### config.mk
export PLATFORM = sky130hd
export DESIGN_NAME = seq_divider
export DESIGN_NICKNAME = d
export VERILOG_FILES = /design/src/rtl/div_pkg.sv /design/src/rtl/div_step.sv /design/src/rtl/seq_divider.sv
export SDC_FILE = /design/constraint.sdc
export NUM_CORES = 1
export LEC_CHECK = 0
export CORE_ASPECT_RATIO = 0.5
export CORE_MARGIN = 1
export CORE_UTILIZATION = 30
export CTS_CLUSTER_DIAMETER = 80
export CTS_CLUSTER_SIZE = 24
export DETAILED_ROUTE_END_ITERATION = 10
export PLACE_DENSITY = 0.52
export SYNTH_ARGS = -nofsm -noshare
export SYNTH_HDL_FRONTEND = slang
export SYNTH_SLANG_ARGS = --single-unit
export TNS_END_PERCENT = 10
### constraint.sdc
create_clock -name clk -period 2.7 [get_ports clk]
set_input_delay 0.81 -clock clk [delete_from_list [all_inputs] [get_ports clk]]
set_output_delay 0.81 -clock clk [all_outputs]
set_load 0.01 [all_outputs]
### src/rtl/div_pkg.sv
// Shared types and widths for the sequential 16/8 restoring divider.
// State encodings are fixed because state_out drives the seven-segment display.
package div_pkg;

    localparam int unsigned DIVIDEND_W = 16;
    localparam int unsigned DIVISOR_W  = 8;
    localparam int unsigned ITER_LAST  = 15;
    localparam int unsigned CNT_W      = 4;
    localparam int unsigned STATE_W    = 3;

    typedef enum logic [STATE_W-1:0] {
        ST_IDLE  = 3'd0,
        ST_CALC  = 3'd1,
        ST_DONE  = 3'd2,
        ST_DZERO = 3'd3
    } state_t;

endpackage

### src/rtl/div_step.sv
// One restoring-division iteration: shift in a dividend bit, trial-subtract the divisor.
// The 9-bit trial value never exceeds 2*divisor-1, so the kept remainder fits in 8 bits.
module div_step
    import div_pkg::*;
(
    input  logic [DIVISOR_W-1:0] rem,
    input  logic                 shift_bit,
    input  logic [DIVISOR_W-1:0] divisor,
    output logic [DIVISOR_W-1:0] rem_next,
    output logic                 q_bit
);

    logic [DIVISOR_W:0] trial;

    always_comb begin
        trial    = {rem, shift_bit};
        q_bit    = (trial >= {1'b0, divisor});
        rem_next = q_bit ? DIVISOR_W'(trial - {1'b0, divisor}) : trial[DIVISOR_W-1:0];
    end

endmodule

### src/rtl/seq_divider.sv
// Sequential 16/8 unsigned restoring divider producing one quotient bit per clock.
// Results load only on entry to DONE/DZERO and are held until the next result.
module seq_divider
    import div_pkg::*;
(
    input  logic                  clk,
    input  logic                  reset_a,
    input  logic [DIVIDEND_W-1:0] dividend,
    input  logic [DIVISOR_W-1:0]  divisor,
    input  logic                  start,
    output logic                  done_flag,
    output logic                  div_zero,
    output logic [DIVIDEND_W-1:0] quotient_out,
    output logic [DIVISOR_W-1:0]  remainder_out,
    output logic [STATE_W-1:0]    state_out
);

    state_t                state;
    state_t                state_nxt;
    logic [DIVIDEND_W-1:0] q_sh;
    logic [DIVISOR_W-1:0]  dvsr;
    logic [DIVISOR_W-1:0]  rem;
    logic [DIVISOR_W-1:0]  rem_next;
    logic                  q_bit;
    logic [CNT_W-1:0]      cnt;
    logic                  last_iter;
    logic                  load_ops;
    logic                  load_dz;
    logic                  step;
    logic                  load_result;
    logic                  done_nxt;
    logic                  dz_nxt;

    assign last_iter = (cnt == CNT_W'(ITER_LAST));

    div_step u_step (
        .rem       (rem),
        .shift_bit (q_sh[DIVIDEND_W-1]),
        .divisor   (dvsr),
        .rem_next  (rem_next),
        .q_bit     (q_bit)
    );

    // State register
    always_ff @(posedge clk or posedge reset_a) begin
        if (reset_a) begin
            state <= ST_IDLE;
        end else begin
            state <= state_nxt;
        end
    end

    // Next-state logic; start is only honoured outside CALC
    always_comb begin
        state_nxt = state;
        case (state)
            ST_CALC: begin
                if (last_iter) begin
                    state_nxt = ST_DONE;
                end
            end
            default: begin
                if (start) begin
                    state_nxt = (divisor == '0) ? ST_DZERO : ST_CALC;
                end
            end
        endcase
    end

    // Datapath controls and next values of the registered status flags
    always_comb begin
        load_ops    = 1'b0;
        load_dz     = 1'b0;
        step        = 1'b0;
        load_result = 1'b0;
        case (state)
            ST_CALC: begin
                step        = 1'b1;
                load_result = last_iter;
            end
            default: begin
                if (start) begin
                    if (divisor == '0) begin
                        load_dz = 1'b1;
                    end else begin
                        load_ops = 1'b1;
                    end
                end
            end
        endcase
        done_nxt = (state_nxt == ST_DONE) || (state_nxt == ST_DZERO);
        dz_nxt   = (state_nxt == ST_DZERO);
    end

    // Working registers and result/status outputs
    always_ff @(posedge clk or posedge reset_a) begin
        if (reset_a) begin
            q_sh          <= '0;
            dvsr          <= '0;
            rem           <= '0;
            cnt           <= '0;
            quotient_out  <= '0;
            remainder_out <= '0;
            done_flag     <= 1'b0;
            div_zero      <= 1'b0;
        end else begin
            done_flag <= done_nxt;
            div_zero  <= dz_nxt;
            if (load_ops) begin
                q_sh <= dividend;
                dvsr <= divisor;
                rem  <= '0;
                cnt  <= '0;
            end else if (step) begin
                q_sh <= {q_sh[DIVIDEND_W-2:0], q_bit};
                rem  <= rem_next;
                cnt  <= cnt + CNT_W'(1);
            end
            if (load_result) begin
                quotient_out  <= {q_sh[DIVIDEND_W-2:0], q_bit};
                remainder_out <= rem_next;
            end else if (load_dz) begin
                quotient_out  <= '1;
                remainder_out <= '0;
            end
        end
    end

    assign state_out = state;

endmodule

==> results.txt <==
DR WL/cell - 16.44 um
Power Total - 0.006111 W
FF/Latch Area - 1627 um2
Final Hold Fails - 0
Post-CTS Setup Inserts - 0
Largest family of logic cells by synthesized area - compound AO/OA/AOI/OAI gates
Distinct cells, synth - 49
Initial Util - 31.60%
CP Data Arrival Time - 2.69 ns
# setup viols final - 0
Critical path class - flop to flop
Synth area leader - dfrtp_1
First-pass GRT wire length - 13.23 mm
GR Overflow Total - 0
DR iter-0 viols - 241
Final setup TNS - 0 ns
Synth top cells by count - dfrtp_1, nand2_1, inv_1
DP Wirelength - 5.712 mm
Adder-Cell Fraction of Synth Area - 4.342%
Layout Nets - 387
Post-route ant nets - 0
Synthesis Warnings - 0
Drt drc - 0
Post-Syn Instances - 289
Max Clock Skew - 0.005306 ns
Synth top area share - 53.26%
Synthesized area - 3054 um2
Port Buf Inserts - 55
Root Buffer - clkbuf_16
EDFF count, synth - 0
Sequential Power Share - 29.5%
Hold Path Class - flop to flop
Final-layout fill cell count - 913
Slew headroom - 63.31%
Sw Ratio - 37.63%
Dpl cells - 474
RSZ-0062 raised after global routing - no
Main flop type after synthesis - dfrtp_1
WP data required - 2.94 ns
Max-cap violations - 0
Syn_nets - 326
CORE AREA - 9666 um2
Longest Clk Path Bufs - 2
Seq cells post-synth - 65
Synth Area in XOR/XNOR - 1.147%
Synth Area in Compound Gates - 23.88%
Multi-input gate area - 1252 um2
PD cells - 1464 nW/um2
Mux share of post-synthesis cell area - 0%
DIE HEIGHT - 73.35 um
Fmax - 0.4070 GHz
Rows - 25
Drt first pass iters - 8
Syn avg cell area - 10.57 um2
Worst-Margin Slew - 0.5504 ns
Status - complete, no violations
Logic pwr share - 49.1%
Max-slew violations - 0
Power Internal - 0.003811 W
Fraction of layout cells with a size suffix above 1 - 8.782%
CTS tree - done
Sequential fraction of the synthesis area - 53.26%
Largest net degree at the start of global routing - 39
Vias in the first global route - 2516
Simple-Gate Fraction of Synth Area - 11.59%
Tcrit/Tclk final - 91.00%
Area delta synth->final - 36.62%
Number of diodes - 0
Initial antenna violation count - 0
Via count - 2556
Count leader, synth - dfrtp_1
Vias per inst - 5.238
Final core utilization - 43.17%
CTS Hold Bufs - 0
Drt total wl - 8.021 mm
CTS HTree Levels - 3
DIE WIDTH - 144.7 um
RD Place Congestion - 0.8516
Endpoint class of the critical path - flop
Area of the die - 10610 um2
Cell Count, Final, Fillers Out - 488
CTS clk-pin slew, worst paths - 0.05 ns
Sw Pwr - 0.002300 W
Leakage power - 1.785 nW
VDD IR max - 0.3433 mV
Tmin final - 2.457 ns
FFs w/ async S/R, synth - 100.0%
Worst setup SP type - flop
I/O pin count - 56
Critical Path Fanout Max - 3
Clock network power share - 21.4%
Synth area leaders - dfrtp_1, a222oi_1, o22a_1
Inserted Clock Buffers - 9
Tot GR Track Use - 16.79%
Clock tree sinks - 65
Worst-skew pair later-pin latency - 0.33 ns
critical path: stages, from the launching register on:
cell	delay, ns
dfrtp_1	0.37
inv_1	0.08
ha_1	0.16
inv_1	0.05
fa_1	0.41
a211o_1	0.33
a2111oi_1	0.40
nand4b_1	0.21
o21ai_0	0.15
o211ai_1	0.22
routing by layer:
layer	global-route usage, %	share of wire [%]	vias up
li1	-	-	1209
met1	22.67	48	1279
met2	26.18	46	59
met3	4.954	4.3	9
met4	4.912	1.0	0
met5	0	0	-
power groups by stage:
stage / combinational [W] / sequential [W] / clock, W
after floorplan: 0.00192 / 0.00183 / 0
after global placement: 0.00294 / 0.00180 / 0
after detailed placement: 0.00299 / 0.00181 / 0
after CTS: 0.00300 / 0.00180 / 0.00133
after global routing: 0.00331 / 0.00186 / 0.00138
final: 0.00300 / 0.00180 / 0.00131
placed cells by master (no fill, tap or decap), types with 2 or more instances in the layout:
| cell | Yosys | final |
|---|---|---|
| a211oi_1 | 3 | 3 |
| a21o_1 | 2 | 2 |
| a21oi_1 | 8 | 8 |
| a221o_1 | 2 | 2 |
| a222oi_1 | 15 | 15 |
| a31oi_1 | 3 | 3 |
| a32o_1 | 4 | 4 |
| and2_1 | 2 | 2 |
| and3_1 | 2 | 2 |
| buf_12 | 0 | 4 |
| buf_4 | 0 | 8 |
| bufinv_16 | 0 | 3 |
| clkbuf_16 | 0 | 9 |
| clkdlybuf4s50_1 | 0 | 55 |
| dfrtp_1 | 65 | 65 |
| ha_1 | 9 | 9 |
| inv_1 | 27 | 26 |
| nand2_1 | 32 | 32 |
| nand3_1 | 7 | 7 |
| nand4_1 | 4 | 4 |
| nor2_1 | 10 | 10 |
| nor3_1 | 4 | 4 |
| nor3b_1 | 2 | 2 |
| nor4_1 | 2 | 2 |
| o211ai_1 | 5 | 5 |
| o21ai_0 | 16 | 16 |
| o22a_1 | 17 | 17 |
| o31ai_1 | 6 | 6 |
| or3_1 | 2 | 2 |
| xnor2_1 | 2 | 2 |
| xor2_1 | 2 | 2 |
final cells by class:
type                            instances  share of cell area [%]
Clock inverter                          3                   2.159
Timing Repair Buffer                   67                   16.55
Sequential cell                        65                   38.98
Tap cell                              135                   4.048
Multi-Input combinational cell        180                   30.01
Inverter                               27                   2.429
Clock buffer                           11                   5.817
registers in the layout, indices dropped and copies added, names as in the netlist:
signal / cells
done_flag: 1
remainder_out: 8
dvsr: 8
quotient_out: 16
q_sh: 16
state_out: 3
div_zero: 1
rem: 8
cnt: 4
path summary, 6_finish.rpt:
kind	from	to	slack, ns	depth (start not counted)
max	q_sh[15]	remainder_out[6]	0.24	9
min	remainder_out[4]	remainder_out[4]	0.47	2
max reg2reg	q_sh[15]	remainder_out[6]	0.24	9
min reg2reg	remainder_out[4]	remainder_out[4]	0.47	2
max in group asynchronous	reset_a	remainder_out[5]	1.29	3
min in group asynchronous	reset_a	quotient_out[2]	0.82	2
stage by stage:
step	instance area (um2)	worst slack (ns)	hold slack, ns
final	4173	0.2431	0.4724
after global routing	4173	0.01917	0.4939
after CTS	4172	0.3194	0.4774
after detailed placement	3839	0.01556	0.4664
after global placement	3839	0.1409	0.4656
after floorplan	3054	0.2635	0.4518
cell families (layout without fill, tap and decap cells):
group / after synthesis / in the layout
adders and majority gates: 10 / 10
DFF: 65 / 65
AOI/OAI and AO/OA: 93 / 93
and+or+nand+nor: 73 / 73
buffers and inverters: 44 / 108
xor gates and xnor gates: 4 / 4
what timing repair did:
item	4_1_cts	5_1_grt
endpoints found under the setup margin	0	1
hold endpoints to repair	0	0
resized for setup	0	1
Power figures use the tool's default switching activity.
